File: config.mk
export PLATFORM = sky130hd
export DESIGN_NAME = and2_input_conditioner
export DESIGN_NICKNAME = d
export VERILOG_FILES = /design/src/rtl/and2_cond_pkg.sv /design/src/rtl/and2_debounce_ch.sv /design/src/rtl/and2_input_conditioner.sv
export SDC_FILE = /design/constraint.sdc
export NUM_CORES = 1
export LEC_CHECK = 0
export ABC_CLOCK_PERIOD_IN_PS = 2900
export BUFFER_PORTS_ARGS = -buffer_cell sky130_fd_sc_hd__buf_2
export CELL_PAD_IN_SITES_DETAIL_PLACEMENT = 0
export CELL_PAD_IN_SITES_GLOBAL_PLACEMENT = 1
export CORE_ASPECT_RATIO = 0.75
export CORE_MARGIN = 4
export CORE_UTILIZATION = 30
export CTS_CLUSTER_DIAMETER = 150
export DETAILED_ROUTE_END_ITERATION = 10
export PLACE_DENSITY = 0.61
export SKIP_LAST_GASP = 1
export SLEW_MARGIN = 10
export SYNTH_ARGS = -nofsm -noshare
export SYNTH_HDL_FRONTEND = slang
export SYNTH_SLANG_ARGS = --single-unit
File: constraint.sdc
create_clock -name CLK -period 2.9 [get_ports CLK]
set_input_delay 0.725 -clock CLK [delete_from_list [all_inputs] [get_ports CLK]]
set_output_delay 0.725 -clock CLK [all_outputs]
set_load 0.02 [all_outputs]
File: src/rtl/and2_cond_pkg.sv
// Shared types and constants for the AND2 input conditioner: channel FSM state
// encoding and the width/limit of the optional bounce statistics counter.
package and2_cond_pkg;

  typedef enum logic {
    ST_IDLE  = 1'b0,
    ST_COUNT = 1'b1
  } state_e;

  localparam int                  BOUNCE_W   = 16;
  localparam logic [BOUNCE_W-1:0] BOUNCE_MAX = '1;

  // Adds 0..2 aborts to the bounce count, clamping at BOUNCE_MAX instead of wrapping.
  function automatic logic [BOUNCE_W-1:0] sat_add(input logic [BOUNCE_W-1:0] base,
                                                  input logic [1:0]          inc);
    logic [BOUNCE_W:0] sum;
    sum = {1'b0, base} + {{(BOUNCE_W - 1){1'b0}}, inc};
    return sum[BOUNCE_W] ? BOUNCE_MAX : sum[BOUNCE_W-1:0];
  endfunction

endpackage

File: src/rtl/and2_debounce_ch.sv
// One conditioner channel: a SYNC_STAGES-flop synchroniser feeding a two-state
// debounce FSM that commits a new level once it has held DEBOUNCE_CYCLES cycles.
module and2_debounce_ch
  import and2_cond_pkg::*;
#(
  parameter int SYNC_STAGES     = 2,
  parameter int DEBOUNCE_CYCLES = 16
) (
  input  logic clk,
  input  logic rst_n,
  input  logic raw_i,
  output logic level_o,
  output logic chg_o,
  output logic idle_o,
  output logic abort_o
);

  localparam int               CNT_W    = $clog2(DEBOUNCE_CYCLES + 1);
  localparam logic [CNT_W-1:0] CNT_ONE  = CNT_W'(1);
  localparam logic [CNT_W-1:0] CNT_LAST = CNT_W'(DEBOUNCE_CYCLES - 1);

  logic [SYNC_STAGES-1:0] sync_q;
  logic                   synced;
  state_e                 state_q, state_d;
  logic [CNT_W-1:0]       cnt_q, cnt_d;
  logic                   level_q, level_d;
  logic                   chg_q, chg_d;
  logic                   abort;

  assign synced = sync_q[SYNC_STAGES-1];

  // Pure shift register: any logic between stages would let metastability leak through.
  // NOTE: sequential state uses non-blocking assignments so every flop samples pre-edge values.
  always_ff @(posedge clk or negedge rst_n) begin
    if (!rst_n) begin
      sync_q <= '0;
    end else begin
      sync_q <= {sync_q[SYNC_STAGES-2:0], raw_i};
    end
  end

  // NOTE: every output of this block gets a default first, so no path can infer a latch.
  always_comb begin
    state_d = state_q;
    cnt_d   = cnt_q;
    level_d = level_q;
    chg_d   = 1'b0;
    abort   = 1'b0;
    unique case (state_q)
      ST_IDLE: begin
        if (synced != level_q) begin
          if (DEBOUNCE_CYCLES == 1) begin
            level_d = synced;
            chg_d   = 1'b1;
          end else begin
            state_d = ST_COUNT;
            cnt_d   = CNT_ONE;
          end
        end
      end
      ST_COUNT: begin
        if (synced == level_q) begin
          // Input bounced back before the hold time elapsed: drop the attempt.
          state_d = ST_IDLE;
          cnt_d   = '0;
          abort   = 1'b1;
        end else if (cnt_q == CNT_LAST) begin
          state_d = ST_IDLE;
          cnt_d   = '0;
          level_d = synced;
          chg_d   = 1'b1;
        end else begin
          cnt_d = cnt_q + CNT_ONE;
        end
      end
      default: begin
        state_d = ST_IDLE;
        cnt_d   = '0;
      end
    endcase
  end

  always_ff @(posedge clk or negedge rst_n) begin
    if (!rst_n) begin
      state_q <= ST_IDLE;
      cnt_q   <= '0;
      level_q <= 1'b0;
      chg_q   <= 1'b0;
    end else begin
      state_q <= state_d;
      cnt_q   <= cnt_d;
      level_q <= level_d;
      chg_q   <= chg_d;
    end
  end

  assign level_o = level_q;
  assign chg_o   = chg_q;
  assign idle_o  = (state_q == ST_IDLE);
  assign abort_o = abort;

endmodule

File: src/rtl/and2_input_conditioner.sv
// Two-channel synchronise/debounce front end for the AND2 gate. Optional bounce
// statistics (STATS_CLR, BOUNCE_CNT) are built when AND2_COND_BOUNCE_STATS_EN is defined.
module and2_input_conditioner
  import and2_cond_pkg::*;
#(
  parameter int SYNC_STAGES     = 2,
  parameter int DEBOUNCE_CYCLES = 16
) (
  input  logic                CLK,
  input  logic                RSTN,
  input  logic                RAW0,
  input  logic                RAW1,
`ifdef AND2_COND_BOUNCE_STATS_EN
  input  logic                STATS_CLR,
  output logic [BOUNCE_W-1:0] BOUNCE_CNT,
`endif
  output logic                I0,
  output logic                I1,
  output logic                CHG0,
  output logic                CHG1,
  output logic                STABLE
);

  logic idle0, idle1;
  logic abort0, abort1;

  and2_debounce_ch #(
    .SYNC_STAGES    (SYNC_STAGES),
    .DEBOUNCE_CYCLES(DEBOUNCE_CYCLES)
  ) u_ch0 (
    .clk    (CLK),
    .rst_n  (RSTN),
    .raw_i  (RAW0),
    .level_o(I0),
    .chg_o  (CHG0),
    .idle_o (idle0),
    .abort_o(abort0)
  );

  and2_debounce_ch #(
    .SYNC_STAGES    (SYNC_STAGES),
    .DEBOUNCE_CYCLES(DEBOUNCE_CYCLES)
  ) u_ch1 (
    .clk    (CLK),
    .rst_n  (RSTN),
    .raw_i  (RAW1),
    .level_o(I1),
    .chg_o  (CHG1),
    .idle_o (idle1),
    .abort_o(abort1)
  );

  assign STABLE = idle0 & idle1;

`ifdef AND2_COND_BOUNCE_STATS_EN
  logic [BOUNCE_W-1:0] bounce_q, bounce_d;
  logic [1:0]          abort_sum;

  // Both channels may abort in the same cycle, so the increment is 0, 1 or 2.
  assign abort_sum = {1'b0, abort0} + {1'b0, abort1};

  always_comb begin
    bounce_d = STATS_CLR ? '0 : sat_add(bounce_q, abort_sum);
  end

  always_ff @(posedge CLK or negedge RSTN) begin
    if (!RSTN) begin
      bounce_q <= '0;
    end else begin
      bounce_q <= bounce_d;
    end
  end

  assign BOUNCE_CNT = bounce_q;
`else
  logic unused_abort;
  assign unused_abort = abort0 ^ abort1;
`endif

endmodule

==> flow_metrics.tcl, run 1 <==
set metrics [dict create \
    drtIter0Drc 42 \
    antenna_cells 0 \
    synth_simple_gate_area_share_pct 17.9 \
    finalClockSkew_ns 0.00208 \
    drive_above_1_share_pct 21.4 \
    setup_tns_ns 0 \
    post-cts-setup-buffers 0 \
    async_flop_share_pct 100 \
    leakagePower_nw 0.483 \
    ir_worst_vdd_mv 0.329 \
    holdCritPathClass "reg2reg" \
    cp_max_fo 12 \
    grtUsageTotal_pct 9.52 \
    ctsRootBufferMaster "clkbuf_8" \
    synth_fa_ha_area_share_pct 2.84 \
    io_pins 9 \
    worstMarginPinSlew_ns 0.444 \
    dieArea_um2 3880 \
    portBuffers 8 \
    synth_top_family_by_area "simple AND/OR/NAND/NOR gates" \
    yosys_warnings 0 \
    initial_core_util_pct 32.6 \
    min_path_cells 0 \
    reg2reg_depth 4 \
    p_per_area_nw_per_um2 549 \
    worstSkewPairLatency_ns 0.25 \
    netlist_area_um2 881 \
    drc_errors 0 \
    outcome "complete, no violations" \
    overflow 0 \
    synth-seq-cells 20 \
    rsz0062_at_grt "false" \
    hold_viol 0 \
    grt_max_degree 21 \
    synth_compound_area_share_pct 10.8 \
    slew-limit-headroom_pct 70.4 \
    num_vias 580 \
    cp-start-kind "flop" \
    coreArea_um2 2700 \
    cts_sinks 20 \
    antenna_found_initial 0 \
    critPathRequiredTime_ns 2.17 \
    dieHeight_um 54.9 \
    cap_violations 0 \
    avgSynthCellArea_um2 11.9 \
    viasPerCell 4.83 \
    syn_to_final_growth_pct 14.9 \
    p_total_w 0.000555 \
    min_to "u_ch1.sync_q[1]$_DFF_PN0_" \
    synth_cell_types 27 \
    gp_congestion 0.728 \
    synth_top_area_share_pct 56.8 \
    period_share_pct 61.2 \
    fmax_mhz 563 \
    dpl.hpwl_um 1070 \
    drtAntennaViolNets 0 \
    synth_edf_count 0 \
    fp.dieW_um 70.6 \
    r2r-start "u_ch1.cnt_q[0]$_DFFE_PN0P_" \
    synth_fp_nets 80 \
    crit_type "reg2out" \
    synthTopCellsByArea "dfrtp_1, nand3_1, o21a_1" \
    routedWlPerCell_um 12.0 \
    dp_cells 116 \
    rows 16 \
    rrSetupSlack_ns 1.43 \
    min_period_ns 1.77 \
    cts_tree "yes" \
    synth_flop_cell "dfrtp_1" \
    ctsResizeCount 0 \
    synth_xor_area_share_pct 7.67 \
    wirelength_um 1440 \
    min-delay-start "u_ch1.sync_q[0]$_DFF_PN0_" \
    htreeDepth 1 \
    netlist_instances 74 \
    instances_no_fill 120 \
    cts_buffers 3 \
    setup_violations 0 \
    reg2reg_to "u_ch1.level_o$_DFFE_PN0P_" \
    finalNetCount 91 \
    path_clk_slew_ns 0.07 \
    synthMuxAreaShare_pct 2.56 \
    grt_pass1_vias 609 \
    drt-pass1-iter-count 4 \
    max-clock-path-buffers 2 \
    grt_pass1_wl_um 2770 \
    ctsHoldBuffers 0 \
    worstPathArrival_ns 1.05 \
    crit_path_end_kind "primary output" \
    yosys.area.top_type "dfrtp_1" \
    slew_violations 0 \
    seq_area_frac_synth_pct 56.8 \
]
## cells in the mapped netlist (2+ instances only)
cell type,count
and3_1,3
dfrtp_1,20
ha_1,2
a21oi_1,2
xor2_1,3
nand4b_1,2
nand3_1,6
o21ai_0,4
mux2_2,2
nand2_1,6
o21a_1,4
nor2_1,5
## cells by family (layout without fill, tap and decap cells)
| family | Yosys count | count (layout) |
|---|---|---|
| AO/OA/AOI/OAI | 14 | 14 |
| XOR/XNOR | 6 | 6 |
| adder cells (fa/ha/maj) | 2 | 2 |
| buffers and inverters | 3 | 13 |
| flip-flops | 20 | 20 |
| multiplexers | 2 | 2 |
| AND/OR/NAND/NOR | 27 | 27 |
## critical path, cell delays in order, from the launching register on
cell	delay, ns
dfrtp_1	0.49
nor2_1	0.14
buf_2	0.17
## placed cells by master, fill, tap and decap left out, types with 2 or more instances in the layout
cell,instances
clkbuf_8,4
ha_1,2
o21ai_0,4
nand3_1,6
and3_1,3
mux2_2,2
a21oi_1,2
nor2_1,5
o21a_1,4
buf_2,8
nand2_1,6
xor2_1,3
dfrtp_1,20
nand4b_1,2
## per-stage QoR
stage	worst slack [ns]	utilization [%]	area, um^2	hold slack (ns)
global placement	1.40	35.4	957	0.333
detailed placement	1.39	35.4	957	0.337
CTS	1.10	37.5	1010	0.354
global route	1.00	37.5	1010	0.374
floorplan	1.32	-	881	0.331
finish	1.13	37.5	1010	0.351
## flip-flops by register name, indices dropped and copies added, names as in the netlist
name,cells
u_ch0.chg_o,1
u_ch0.cnt_q,5
u_ch0.level_o,1
u_ch0.state_q,1
u_ch0.sync_q,2
u_ch1.chg_o,1
u_ch1.cnt_q,5
u_ch1.level_o,1
u_ch1.state_q,1
u_ch1.sync_q,2
## worst max-delay path by stage
stage	cells past startpoint	from	endpoint
2_1_floorplan	2	u_ch1.state_q$_DFF_PN0_	STABLE
3_3_place_gp	2	u_ch1.state_q$_DFF_PN0_	STABLE
3_5_place_dp	2	u_ch1.state_q$_DFF_PN0_	STABLE
4_1_cts	2	u_ch1.state_q$_DFF_PN0_	STABLE
5_1_grt	2	u_ch1.state_q$_DFF_PN0_	STABLE
6_report	2	u_ch1.state_q$_DFF_PN0_	STABLE
## area by class of cell
type / instances / area [um^2]
fillers: 276 / 1690
flip-flops and latches: 20 / 500
multi-input cells: 51 / 368
clock buffers: 4 / 55.1
well taps: 36 / 45.0
repair buffers: 8 / 40.0
inverters: 1 / 3.75
## metal layers
metal | track usage [%] | up-vias | part of all wire (%)
met1 | 12.5 | 281 | 50
li1 | - | 286 | -
met5 | 0 | - | 0
met4 | 4.06 | 0 | 1.3
met2 | 14.1 | 11 | 44
met3 | 3.79 | 2 | 4.9
## report_power, final
group / switching (W) / leakage, nW / internal, W
Combinational: 0.0000233 / 0.195 / 0.0000185
Clock: 0.0000848 / 0.0288 / 0.000121
Sequential: 0.0000155 / 0.258 / 0.000293
(Power assumes the default switching activity.)
==> run 2, diff against run 1 <==
--- a/config.mk
+++ b/config.mk
@@ -5,7 +5,7 @@
 export SDC_FILE = /design/constraint.sdc
 export NUM_CORES = 1
 export LEC_CHECK = 0
-export ABC_CLOCK_PERIOD_IN_PS = 2900
+export ABC_CLOCK_PERIOD_IN_PS = 1500
 export BUFFER_PORTS_ARGS = -buffer_cell sky130_fd_sc_hd__buf_2
 export CELL_PAD_IN_SITES_DETAIL_PLACEMENT = 0
 export CELL_PAD_IN_SITES_GLOBAL_PLACEMENT = 1
@@ -14,7 +14,7 @@
 export CORE_UTILIZATION = 30
 export CTS_CLUSTER_DIAMETER = 150
 export DETAILED_ROUTE_END_ITERATION = 10
-export PLACE_DENSITY = 0.61
+export PLACE_DENSITY = 0.63
 export SKIP_LAST_GASP = 1
 export SLEW_MARGIN = 10
 export SYNTH_ARGS = -nofsm -noshare
==> constraint.sdc (replaced) <==
create_clock -name CLK -period 1.5 [get_ports CLK]
set_input_delay 0.375 -clock CLK [delete_from_list [all_inputs] [get_ports CLK]]
set_output_delay 0.375 -clock CLK [all_outputs]
set_load 0.02 [all_outputs]
==> flow_metrics.tcl, run 2 (same netlist as run 1, synthesis figures left out) <==
set metrics [dict create \
    outcome "complete, no violations" \
    setup_violations 0 \
    routedWlPerCell_um 12.5 \
    cp_slowest_stage_delay_ns 0.41 \
    setup_tns_ns 0 \
    initial_core_util_pct 32.6 \
    leakagePower_nw 0.491 \
    slew-limit-headroom_pct 69.9 \
    coreArea_um2 2700 \
    wirelength_um 1520 \
    dieHeight_um 54.9 \
    max-clock-path-buffers 2 \
    antenna_found_initial 0 \
    cp_max_fo 4 \
    layout_common_cells "dfrtp_1, buf_2, nand2_1, nand3_1, nor2_1" \
    finalNetCount 93 \
    hold_viol 0 \
    fp.dieW_um 70.6 \
    io_pins 9 \
    cp_slowest_cell "dfrtp_1" \
    ir_worst_vdd_mv 0.569 \
    dp_cells 117 \
    min_period_ns 1.45 \
    portBuffers 8 \
    worstSkewPairLatency_ns 0.25 \
    cap_violations 0 \
    crit_type "reg2reg" \
    top_regs "u_ch0.cnt_q: 5 flops, u_ch1.cnt_q: 5 flops" \
    p_total_w 0.00109 \
    cts_buffers 3 \
    cts_tree "yes" \
    critPathRequiredTime_ns 1.64 \
    dpl.hpwl_um 1080 \
    holdCritPathClass "in2async" \
    rows 16 \
    p_per_area_nw_per_um2 1060 \
    worstMarginPinSlew_ns 0.448 \
    grtUsageTotal_pct 9.20 \
    path_cells "ha_1 -> and4b_1 -> nand2_1 -> mux2_2" \
    grt_pass1_wl_um 2730 \
    period_share_pct 96.7 \
    worstPathArrival_ns 1.59 \
    layout_commonest_cell "dfrtp_1" \
    rsz0062_at_grt "true" \
    syn_to_final_growth_pct 16.8 \
    drtAntennaViolNets 0 \
    instances_no_fill 122 \
    antenna_cells 0 \
    design_area_um2 1030 \
    ctsHoldBuffers 0 \
    path_clk_slew_ns 0.07 \
    htreeDepth 1 \
    slew_violations 0 \
    drt-pass1-iter-count 4 \
    grt_pass1_vias 599 \
    drtIter0Drc 4 \
    crit_path_end_kind "flop" \
    grt_max_degree 21 \
    gp_congestion 0.824 \
    cp-start-kind "flop" \
    num_vias 594 \
    viasPerCell 4.87 \
    drive_above_1_share_pct 24.4 \
    drc_errors 0 \
    dieArea_um2 3880 \
    fmax_mhz 689 \
    ctsRootBufferMaster "clkbuf_8" \
    cts_sinks 20 \
    finalClockSkew_ns 0.00130 \
    placed_cell_area_um2 965 \
    overflow 0 \
]
run 2: changes by cell type in the layout (fill, tap and decap cells not counted), sizes merged:
cell | previous run | this run
buf | 8 | 10
run 2: layout make-up:
type	instances	area, um^2
sequential	20	502
multi-input combinational	51	368
inverter	1	3.75
timing repair buffer	10	55.1
clock buffer	4	55.1
tap	36	45.0
fill	268	1670
run 2: final timing paths:
path	startpoint	to	slack (ns)	depth (start not counted)
setup / recovery	u_ch1.cnt_q[1]$_DFFE_PN0P_	u_ch1.level_o$_DFFE_PN0P_	0.05	4
hold / removal	RSTN	u_ch1.cnt_q[1]$_DFFE_PN0P_	0.06	1
setup reg to reg	u_ch1.cnt_q[1]$_DFFE_PN0P_	u_ch1.level_o$_DFFE_PN0P_	0.05	4
hold reg to reg	u_ch1.sync_q[0]$_DFF_PN0_	u_ch1.sync_q[1]$_DFF_PN0_	0.35	0
max in group asynchronous	RSTN	u_ch1.state_q$_DFF_PN0_	1.11	1
min in group CLK	RAW1	u_ch1.sync_q[0]$_DFF_PN0_	0.22	1
run 2: layer usage:
layer  global-route usage [%]  share of wire, %  vias up
li1                         -                 -      292
met1                     12.5                53      286
met2                     13.4                41       14
met3                     3.07               4.3        2
met4                     4.38               1.2        0
met5                        0                 0        -
run 2: critical path: cells and delay by family, from the launching register on:
kind,cells,cell delay [ns]
AND/OR/NAND/NOR,2,0.37
multiplexers,1,0.33
flip-flops,1,0.41
adder cells (fa/ha/maj),1,0.23
run 2: report_power, final:
part / leakage, nW / internal [W] / switching, W / total (W)
combinational: 0.205 / 0.0000425 / 0.0000498 / 0.0000923
clock: 0.0288 / 0.000233 / 0.000174 / 0.000407
sequential: 0.257 / 0.000566 / 0.0000289 / 0.000595
total: 0.491 / 0.000842 / 0.000252 / 0.00109
run 2: timing repair:
action | CTS | global route
buffers inserted | 0 | 1
resized for setup | 0 | 1
setup endpoints to repair | 0 | 2
endpoints found under the hold margin | 0 | 0
run 2: stage by stage:
step	utilization, %	hold slack [ns]	setup slack (ns)
final	38.1	0.0563	0.0491
after global routing	38.1	0.0832	-0.00304
after CTS	37.7	0.0687	0.00309
after detailed placement	35.7	0.336	0.0573
after global placement	35.7	0.336	0.0795
after floorplan	-	0.0794	0.130
